File: src/rtl/mem_bus_pkg.sv
// ============================================================================
// Module   : mem_bus_pkg
// Purpose  : Shared state encoding, transfer-size codes and the request record
//            used by mem_bus_arbiter and mem_req_slot.
// Revision : 1.0 - initial release
// ============================================================================
`default_nettype none

package mem_bus_pkg;

  localparam logic [1:0] ST_IDLE  = 2'd0;
  localparam logic [1:0] ST_ISSUE = 2'd1;
  localparam logic [1:0] ST_WAIT  = 2'd2;
  localparam logic [1:0] ST_RESP  = 2'd3;

  localparam logic [2:0] BHW_BYTE = 3'd1;
  localparam logic [2:0] BHW_HALF = 3'd2;
  localparam logic [2:0] BHW_WORD = 3'd4;

  localparam logic [31:0] TIMEOUT_DATA = 32'hDEAD_BEEF;

  localparam int TIMEOUT_CNT_W = 13;

  typedef struct packed {
    logic [31:0] address;
    logic [31:0] data;
    logic [2:0]  bhw;
    logic        write_notread;
  } mem_req_t;

endpackage

`default_nettype wire

File: src/rtl/mem_req_slot.sv
// ============================================================================
// Module   : mem_req_slot
// Purpose  : One-deep request holding register for a single bus master, with
//            ready/capture/free handshake and dropped-request flag.
// Revision : 1.0 - initial release
// ============================================================================
`default_nettype none

module mem_req_slot
  import mem_bus_pkg::*;
(
  input  logic     i_clk,
  input  logic     i_rst_n,
  input  logic     i_dv,
  input  mem_req_t i_req,
  input  logic     i_free,
  output logic     o_ready,
  output logic     o_full,
  output mem_req_t o_req,
  output logic     o_drop
);

  logic     r_full;
  mem_req_t r_req;

  // A capture only happens into an empty slot, and a free only targets a
  // full one, so the two can never collide in the same cycle.
  always_ff @(posedge i_clk or negedge i_rst_n) begin
    if (!i_rst_n) begin
      r_full <= 1'b0;
      r_req  <= '0;
    end else if (i_dv && !r_full) begin
      r_full <= 1'b1;
      r_req  <= i_req;
    end else if (i_free) begin
      r_full <= 1'b0;
    end
  end

  assign o_ready = ~r_full;
  assign o_full  = r_full;
  assign o_req   = r_req;
  assign o_drop  = i_dv & r_full;

endmodule

`default_nettype wire

File: src/rtl/mem_bus_arbiter.sv
// ============================================================================
// Module   : mem_bus_arbiter
// Purpose  : Two-master (fetch / load-store) arbiter for the byte-sequenced
//            memory bus. Optional watchdog in WAIT enabled by ARB_TIMEOUT_EN.
// Revision : 1.0 - initial release
// ============================================================================
`default_nettype none

module mem_bus_arbiter
  import mem_bus_pkg::*;
#(
  parameter int RR_EN          = 1,
  parameter int TIMEOUT_CYCLES = 4096
) (
  input  logic        i_clk,
  input  logic        i_rst_n,
  input  logic        i_m0_DV,
  input  logic [31:0] i_m0_address,
  input  logic [31:0] i_m0_data,
  input  logic [2:0]  i_m0_bhw,
  input  logic        i_m0_write_notread,
  output logic        o_m0_ready,
  output logic [31:0] o_m0_data,
  output logic        o_m0_DV,
  input  logic        i_m1_DV,
  input  logic [31:0] i_m1_address,
  input  logic [31:0] i_m1_data,
  input  logic [2:0]  i_m1_bhw,
  input  logic        i_m1_write_notread,
  output logic        o_m1_ready,
  output logic [31:0] o_m1_data,
  output logic        o_m1_DV,
  output logic        o_mem_DV,
  output logic [31:0] o_mem_address,
  output logic [31:0] o_mem_data,
  output logic [2:0]  o_mem_bhw,
  output logic        o_mem_write_notread,
  input  logic [31:0] i_mem_data,
  input  logic        i_mem_DV,
  output logic        o_err
);

  mem_req_t    w_req_in   [2];
  mem_req_t    w_slot_req [2];
  logic [1:0]  w_dv_in;
  logic [1:0]  w_full;
  logic [1:0]  w_ready;
  logic [1:0]  w_drop;
  logic [1:0]  w_free;
  logic        w_pick;
  logic        w_done;
  logic        w_timeout;
  logic [31:0] w_resp_data;

  logic [1:0]  r_state;
  logic        r_grant;
  logic        r_last;
  logic        r_mem_dv;
  logic [31:0] r_mem_address;
  logic [31:0] r_mem_data;
  logic [2:0]  r_mem_bhw;
  logic        r_mem_write_notread;
  logic [1:0]  r_m_dv;
  logic [31:0] r_m0_data;
  logic [31:0] r_m1_data;
  logic        r_err;

  assign w_dv_in     = {i_m1_DV, i_m0_DV};
  assign w_req_in[0] = {i_m0_address, i_m0_data, i_m0_bhw, i_m0_write_notread};
  assign w_req_in[1] = {i_m1_address, i_m1_data, i_m1_bhw, i_m1_write_notread};

  for (genvar gi = 0; gi < 2; gi++) begin : g_slot
    mem_req_slot u_slot (
      .i_clk   (i_clk),
      .i_rst_n (i_rst_n),
      .i_dv    (w_dv_in[gi]),
      .i_req   (w_req_in[gi]),
      .i_free  (w_free[gi]),
      .o_ready (w_ready[gi]),
      .o_full  (w_full[gi]),
      .o_req   (w_slot_req[gi]),
      .o_drop  (w_drop[gi])
    );
  end

`ifdef ARB_TIMEOUT_EN
  localparam logic [TIMEOUT_CNT_W-1:0] c_timeout_limit = TIMEOUT_CNT_W'(TIMEOUT_CYCLES);

  logic [TIMEOUT_CNT_W-1:0] r_wait_cnt;

  always_ff @(posedge i_clk or negedge i_rst_n) begin
    if (!i_rst_n) begin
      r_wait_cnt <= '0;
    end else if (r_state != ST_WAIT) begin
      r_wait_cnt <= '0;
    end else begin
      r_wait_cnt <= r_wait_cnt + 1'b1;
    end
  end

  assign w_timeout = (r_state == ST_WAIT) && (r_wait_cnt == c_timeout_limit);
`else
  localparam int c_unused_timeout_cycles = TIMEOUT_CYCLES;

  assign w_timeout = 1'b0;
`endif

  // Both pending: round-robin hands the bus to the master not served last;
  // fixed priority always favours load/store.
  always_comb begin
    w_pick = w_full[1];
    if (w_full[1] && w_full[0]) begin
      w_pick = (RR_EN != 0) ? ~r_last : 1'b1;
    end
  end

  assign w_done      = (r_state == ST_WAIT) && (i_mem_DV || w_timeout);
  assign w_free      = w_done ? (r_grant ? 2'b10 : 2'b01) : 2'b00;
  assign w_resp_data = !i_mem_DV            ? TIMEOUT_DATA :
                       r_mem_write_notread  ? 32'h0        : i_mem_data;

  always_ff @(posedge i_clk or negedge i_rst_n) begin
    if (!i_rst_n) begin
      r_state             <= ST_IDLE;
      r_grant             <= 1'b0;
      r_last              <= 1'b0;
      r_mem_dv            <= 1'b0;
      r_mem_address       <= '0;
      r_mem_data          <= '0;
      r_mem_bhw           <= '0;
      r_mem_write_notread <= 1'b0;
      r_m_dv              <= 2'b00;
      r_m0_data           <= '0;
      r_m1_data           <= '0;
      r_err               <= 1'b0;
    end else begin
      r_mem_dv <= 1'b0;
      r_m_dv   <= 2'b00;
      if ((|w_drop) || w_timeout) begin
        r_err <= 1'b1;
      end
      case (r_state)
        ST_IDLE: begin
          if (|w_full) begin
            r_grant             <= w_pick;
            r_mem_dv            <= 1'b1;
            r_mem_address       <= w_slot_req[w_pick].address;
            r_mem_data          <= w_slot_req[w_pick].data;
            r_mem_bhw           <= w_slot_req[w_pick].bhw;
            r_mem_write_notread <= w_slot_req[w_pick].write_notread;
            r_state             <= ST_ISSUE;
          end
        end
        ST_ISSUE: begin
          r_state <= ST_WAIT;
        end
        ST_WAIT: begin
          if (w_done) begin
            r_m_dv[r_grant] <= 1'b1;
            if (r_grant) begin
              r_m1_data <= w_resp_data;
            end else begin
              r_m0_data <= w_resp_data;
            end
            r_state <= ST_RESP;
          end
        end
        ST_RESP: begin
          r_last  <= r_grant;
          r_state <= ST_IDLE;
        end
        default: begin
          r_state <= ST_IDLE;
        end
      endcase
    end
  end

  assign o_m0_ready          = w_ready[0];
  assign o_m1_ready          = w_ready[1];
  assign o_m0_DV             = r_m_dv[0];
  assign o_m1_DV             = r_m_dv[1];
  assign o_m0_data           = r_m0_data;
  assign o_m1_data           = r_m1_data;
  assign o_mem_DV            = r_mem_dv;
  assign o_mem_address       = r_mem_address;
  assign o_mem_data          = r_mem_data;
  assign o_mem_bhw           = r_mem_bhw;
  assign o_mem_write_notread = r_mem_write_notread;
  assign o_err               = r_err;

endmodule

`default_nettype wire

File: config.mk
export PLATFORM = sky130hd
export DESIGN_NAME = mem_bus_arbiter
export DESIGN_NICKNAME = d
export VERILOG_FILES = /design/src/rtl/mem_bus_pkg.sv /design/src/rtl/mem_req_slot.sv /design/src/rtl/mem_bus_arbiter.sv
export SDC_FILE = /design/constraint.sdc
export NUM_CORES = 1
export LEC_CHECK = 0
export ABC_AREA = 1
export CORE_ASPECT_RATIO = 1.5
export CORE_MARGIN = 2
export CORE_UTILIZATION = 50
export CTS_CLUSTER_DIAMETER = 100
export DETAILED_ROUTE_END_ITERATION = 12
export PLACE_DENSITY_LB_ADDON = 0.25
export SLEW_MARGIN = 20
export SYNTH_ARGS = -nofsm -noshare
export SYNTH_HDL_FRONTEND = slang
export SYNTH_SLANG_ARGS = --single-unit
File: constraint.sdc
create_clock -name i_clk -period 2.6 [get_ports i_clk]
set_clock_uncertainty 0.1 [all_clocks]
set_input_delay 0.65 -clock i_clk [delete_from_list [all_inputs] [get_ports i_clk]]
set_output_delay 0.65 -clock i_clk [all_outputs]
set_load 0.05 [all_outputs]
==> results of run 1 <==
## area by class of cell
cell class,instances,area share [%]
timing repair buffer,337,22.0
antenna,1,0.0159
multi-input combinational,804,22.4
clock inverter,13,0.803
tap,276,2.19
sequential,278,44.2
inverter,146,3.48
clock buffer,35,4.93
## kinds of logic (layout without fill, tap and decap cells)
family | after synthesis | in the layout | synth area share, %
buffers and inverters | 228 | 531 | 8.25
other | 0 | 1 | 0
AOI/OAI and AO/OA | 206 | 206 | 9.09
and+or+nand+nor | 595 | 595 | 21.2
adders and majority gates | 3 | 3 | 0.330
DFF | 278 | 278 | 61.1
## path summary, 6_finish.rpt
kind / from / endpoint / slack, ps / cells past startpoint
max: o_mem_address[30]$_DFFE_PN0P_ / o_mem_address[30] / 110 / 1
min: o_mem_data[19]$_DFFE_PN0P_ / o_mem_data[19]$_DFFE_PN0P_ / 380 / 2
min reg2reg: o_mem_data[19]$_DFFE_PN0P_ / o_mem_data[19]$_DFFE_PN0P_ / 380 / 2
max in group asynchronous: i_rst_n / g_slot[0].u_slot.o_req[37]$_DFFE_PN0P_ / 1110 / 3
min in group asynchronous: i_rst_n / g_slot[0].u_slot.o_req[50]$_DFFE_PN0P_ / 560 / 2
max reg2reg: g_slot[1].u_slot.o_full$_DFFE_PN0P_ / o_mem_address[10]$_DFFE_PN0P_ / 580 / 5
## per-layer routing
metal | wire, µm | GRT usage [%] | vias up
met3 | 1980 | 4.54 | 83
met4 | 1440 | 11.7 | 0
li1 | - | - | 4663
met2 | 15700 | 45.2 | 371
met1 | 12200 | 31.8 | 4680
met5 | 0 | 0 | -
## what timing repair did
item,in CTS,in global routing
hold buffers,1,0
endpoints found under the hold margin,58,0
setup buffers,0,0
## synthesized netlist by cell type, types with 2 or more instances
library cell	n	area share (%)
nand2_1	312	10
dfrtp_1	278	61
inv_1	144	4.7
nand3_1	140	6.2
nor2_1	139	4.6
a21oi_1	138	6.1
o21ai_0	66	2.9
buf_2	49	2.2
clkbuf_1	22	0.73
buf_1	6	0.20
buf_4	4	0.26
ha_1	3	0.33
inv_2	2	0.066
nand2_2	2	0.11
## registers in the layout (all words and copies together) (netlist names)
register / flops
g_slot.u_slot.o_full: 2
g_slot.u_slot.o_req: 136
o_err: 1
o_m0_data: 32
o_m1_data: 32
o_mem_DV: 1
o_mem_address: 32
o_mem_bhw: 3
o_mem_data: 32
o_mem_write_notread: 1
r_grant: 1
r_last: 1
r_m_dv: 2
r_state: 2
## through the flow
stage	power, mW	utilization [%]	std cells	setup slack [ps]
finish	22.5	70.3	1890	105
floorplan	14.7	-	1310	1120
global route	23.9	70.3	1890	52.7
global placement	18.3	66.3	1840	601
CTS	22.6	70.3	1889	72.9
detailed placement	18.6	66.3	1840	538
## power by group through the flow
| stage | combinational, mW | clock [mW] | sequential, mW |
|---|---|---|---|
| CTS | 11.3 | 4.04 | 7.28 |
| global route | 12.2 | 4.22 | 7.48 |
| finish | 11.3 | 3.96 | 7.28 |
| global placement | 11.0 | 0 | 7.27 |
| floorplan | 4.33 | 0 | 10.4 |
| detailed placement | 11.2 | 0 | 7.33 |
==> summary.txt, run 1 <==
Finish
  – Layout cells sized above 1: 5.46%
  – Multi-input gate area: 0.00353 mm²
  – Commonest cells after routing, fill and taps aside: 310 x nand2_1, 307 x clkdlybuf4s50_1, 277 x dfrtp_1
  – Most common cell after layout, fill and taps aside: nand2_1
  – FF/Latch Area: 0.00696 mm²
  – Syn-to-layout area delta: 38.3%
  – Final instance area: 0.0157 mm²
  – Fill cell count: 1740
  – Final #Nets: 1769

Worst setup path
  – Max stage delay on crit path: 870 ps
  – Critical path data required time: 1850 ps
  – CP arrival: 1740 ps
  – CP top delay family: buffers and inverters
  – Crit path cell chain: clkdlybuf4s50_1
  – CP Max Fanout: 2
  – CP max stage cell: clkdlybuf4s50_1
  – Critical path type: register to output pin
  – CP Capture Type: output pin
  – Worst path bufs/invs: 1
  – Startpoint Class: register

Logic synthesis
  – Number of synthesized flops with an enable pin: 0
  – Ys async rst share: 100%
  – Net Count, Synth: 1486
  – Mean Syn Cell Area: 8.69 µm²
  – Syn. warnings: 0
  – Post-synthesis instance total: 1310
  – Mapped cell area: 0.0114 mm²
  – Number of synthesized register bits: 278
  – Post-synth top flop: dfrtp_1
  – Distinct cells, synth: 19
  – Seq/Total Area, Yosys: 61.1%

Route
  – Vias: 9797
  – Mean routed wirelength per cell: 16.5 µm
  – Via-to-Cell Ratio: 5.18
  – Initial drt markers: 643
  – Drt total wl: 31300 µm
  – DRC: 0
  – Post-route ant nets: 0
  – DR pass1 iterations: 4

Pwr
  – Internal power: 12.2 mW
  – PD cells: 1430 mW/mm²
  – Clock power frac: 17.6%
  – NetSw: 10.3 mW
  – Switching share of power: 45.7%
  – Worst vdd ir: 720 µV
  – Comb power frac: 50.0%
  – Flop pwr share: 32.3%
  – Leakage Power: 7.69 nW

Clock tree
  – H-tree level count: 1
  – PostCTS Resize Cnt: 0
  – CTS sink count: 278
  – Clk root buf: clkbuf_16
  – CTS Buf Count: 26
  – Worst-path clk slew: 70 ps
  – CTS Buffer Depth: 3
  – Skew-Pair Late Insertion Delay: 530 ps
  – CTS tree: yes

Placed design
  – IO Port Bufs: 310
  – Routability cong.: 0.841
  – DP HPWL: 20600 µm
  – Post-DP Area: 0.0148 mm²

Floorplan
  – Die area: 0.0240 mm²
  – Die width: 127 µm
  – Initial Utilization: 50.9%
  – Core area: 0.0224 mm²
  – Row cnt: 67
  – IO Pins: 311
  – Die extent in y: 189 µm

Global routing
  – Number of global-route vias before repair: 9971
  – GR Util All Layers: 26.1%
  – GRT overflow: 0
  – Largest net degree at the start of global routing: 66
  – Wire length of the first global-routing pass: 50300 µm
  – Antenna violations before repair: 1

Timing
  – RSZ-0062 raised after global routing: no
  – Fin crit share: 96.0%
  – Final hold viol count: 0
  – Setup TNS after final layout: 0 ps
  – Final setup viols: 0
  – Final Max Slew Viols: 0
  – Final period demand of the worst path: 2490 ps
  – Tightest Pin Transition: 598 ps
  – Hold slack: 379 ps
  – Worst rel slew slack: 60.0%
  – Max Clk Rate: 0.401 GHz

Status
  – Status: completed

Run
  – Max_cap viols: 0

Worst hold path
  – Hold Crit Class: register to register
No activity file was read; power rests on OpenSTA's default activity.
==> run 2: changes to the inputs <==
==> constraint.sdc (replaced) <==
create_clock -name i_clk -period 2.6 [get_ports i_clk]
set_clock_uncertainty 0.1 [all_clocks]
set_input_delay 0.65 -clock i_clk [delete_from_list [all_inputs] [get_ports i_clk]]
set_output_delay 0.65 -clock i_clk [all_outputs]
set_load 0.01 [all_outputs]
==> run 2 against run 1 <==
  * Register-to-register slack gained 80 ps
  * Non-clock buffer count rose by 3
  * Global-route usage grew 0.51 points
  * Sequential share of layout area increased by 0.091 points
  * The flow now finishes with violations (hold timing)
  * Routed wire length grew 2.1%
  * Cell area fell by 0.21%
  * Highest routed layer is now met5
  * Largest power group unchanged
  * Die area stayed put
  * Sequential cell count unchanged
  * Combinational power decreased by 25%
  * Core utilization is 0.15 points lower
  * Via count up 0.82%
  * Total power down 13%
==> summary.txt, run 2 (synthesis gave the netlist of run 1 again) <==
Status
  – Status: finished with violations (was completed)
  – Violated checks: hold timing

Placed design
  – Routability cong.: 0.831 (was 0.841)
  – Place WS: 428 ps (was 538 ps)
  – IO Port Bufs: 310 (unchanged)
  – DP HPWL: 21300 µm (was 20600 µm)
  – Post-DP Area: 0.0148 mm² (about the same)
  – Placed insts: 1844 (was 1840)

Global routing
  – GR Util All Layers: 26.6% (was 26.1%)
  – Antenna violations before repair: 2 (was 1)
  – Number of global-route vias before repair: 10176 (was 9971)
  – Wire length of the first global-routing pass: 51200 µm (was 50300 µm)
  – GRT overflow: 0 (unchanged)
  – Largest net degree at the start of global routing: 87 (was 66)

Timing
  – Final worst slack: 129 ps (was 105 ps)
  – Final setup viols: 0 (unchanged)
  – Setup TNS after final layout: 0 ps (unchanged)
  – Tightest Pin Transition: 631 ps (was 598 ps)
  – RSZ-0062 raised after global routing: no (unchanged)
  – Final period demand of the worst path: 2470 ps (was 2490 ps)
  – Fin crit share: 95.0% (was 96.0%)
  – Max Clk Rate: 0.405 GHz (was 0.401 GHz)
  – Final hold viol count: 12 (was 0)
  – Final Max Slew Viols: 0 (unchanged)
  – Worst rel slew slack: 58.0% (was 60.0%)
  – Hold slack: -27.7 ps (was 379 ps)

Worst setup path
  – CP Capture Type: output pin (unchanged)
  – Startpoint Class: register (unchanged)
  – Crit path cell chain: inv_2 > clkdlybuf4s50_1 (was clkdlybuf4s50_1)
  – CP arrival: 1720 ps (was 1740 ps)
  – Worst r2r src: g_slot[1].u_slot.o_full$_DFFE_PN0P_ (unchanged)
  – CP max stage cell: clkdlybuf4s50_1 (unchanged)
  – CP Max Fanout: 5 (was 2)
  – R2R depth: 6 (was 5)
  – Max stage delay on crit path: 600 ps (was 870 ps)
  – Reg2reg end: o_mem_address[21]$_DFFE_PN0P_ (was o_mem_address[10]$_DFFE_PN0P_)
  – Critical path data required time: 1850 ps (about the same)
  – Worst R2R Setup Slack: 660 ps (was 580 ps)
  – Critical path type: register to output pin (unchanged)

Finish
  – Syn-to-layout area delta: 38.0% (was 38.3%)
  – Final #Nets: 1772 (was 1769)
  – Layout cells sized above 1: 5.33% (was 5.46%)
  – Fill cell count: 1778 (was 1740)
  – Max reg flops: 136 (unchanged)
  – Final core occ: 70.2% (was 70.3%)
  – Non-filler cells, final: 1891 (was 1890)
  – Most common cell after layout, fill and taps aside: nand2_1 (unchanged)
  – Final instance area: 0.0157 mm² (about the same)
  – Commonest cells after routing, fill and taps aside: 310 x nand2_1, 309 x clkdlybuf4s50_1, 277 x dfrtp_1 (was 310 x nand2_1, 307 x clkdlybuf4s50_1, 277 x dfrtp_1)

Clock tree
  – Worst-path clk slew: 60 ps (was 70 ps)
  – CTS Buffer Depth: 3 (unchanged)
  – Cts hold-fix bufs: 0 (was 1)
  – # Post-CTS Setup Buffers: 0 (unchanged)
  – CTS sink count: 278 (unchanged)
  – CTS Buf Count: 26 (unchanged)
  – CTS tree: yes (unchanged)
  – Clk root buf: clkbuf_16 (unchanged)
  – H-tree level count: 1 (unchanged)
  – PostCTS Resize Cnt: 0 (unchanged)
  – Skew-Pair Late Insertion Delay: 520 ps (was 530 ps)

Floorplan
  – Die area: 0.0240 mm² (unchanged)
  – Core area: 0.0224 mm² (unchanged)
  – Row cnt: 67 (unchanged)
  – Initial Utilization: 50.9% (unchanged)
  – IO Pins: 311 (unchanged)
  – Die width: 127 µm (unchanged)
  – Die extent in y: 189 µm (unchanged)

Route
  – Mean routed wirelength per cell: 16.9 µm (was 16.5 µm)
  – DRC: 0 (unchanged)
  – DR pass1 iterations: 5 (was 4)
  – Via-to-Cell Ratio: 5.22 (was 5.18)
  – Drt total wl: 31900 µm (was 31300 µm)
  – Post-route ant nets: 0 (unchanged)
  – Vias: 9877 (was 9797)
  – Initial drt markers: 760 (was 643)

Pwr
  – Overall power: 19.5 mW (was 22.5 mW)
  – PD cells: 1240 mW/mm² (was 1430 mW/mm²)
  – Leakage Power: 7.68 nW (was 7.69 nW)
  – Worst vdd ir: 1010 µV (was 720 µV)

Run
  – Max_cap viols: 0 (unchanged)

Worst hold path
  – Hold Crit Class: input port to asynchronous set/reset pin (was register to register)
[run 2: area by class of cell]
type                            instances  area (µm²)  area share, %
Sequential cell                       278        6960           44.3
Multi-Input combinational cell        804        3530           22.5
Timing Repair Buffer                  340        3450           21.9
Clock buffer                           40         825           5.25
Inverter                              146         548           3.49
Tap cell                              276         345           2.20
Clock inverter                          6        57.6          0.366
Antenna cell                            1        2.50         0.0159
[run 2: layer usage]
| layer | track usage, % | share of wire [%] |
|---|---|---|
| met1 | 32.6 | 39 |
| met2 | 46.1 | 50 |
| met3 | 4.23 | 5.9 |
| met4 | 12.1 | 4.6 |
| met5 | 0 | 0.038 |
[run 2: worst max-delay path by stage]
stage	start	end	slack, ps
floorplan	i_mem_DV	o_m0_data[20]$_DFFE_PN0P_	1120
global placement	i_m1_DV	g_slot[1].u_slot.o_req[18]$_DFFE_PN0P_	500
detailed placement	i_m1_DV	g_slot[1].u_slot.o_req[13]$_DFFE_PN0P_	430
CTS	g_slot[0].u_slot.o_full$_DFFE_PN0P_	o_m0_ready	110
global route	g_slot[0].u_slot.o_full$_DFFE_PN0P_	o_m0_ready	60
finish	g_slot[0].u_slot.o_full$_DFFE_PN0P_	o_m0_ready	130
[run 2: worst max-delay path: cells and delay by family (launching register included)]
family   cells  cell delay (ps)
flops        1              470
buf+inv      2              730
[run 2: power breakdown]
| group | internal [mW] | switching [mW] |
|---|---|---|
| registers | 6.33 | 0.884 |
| clock network | 2.27 | 1.60 |
| logic | 3.61 | 4.82 |
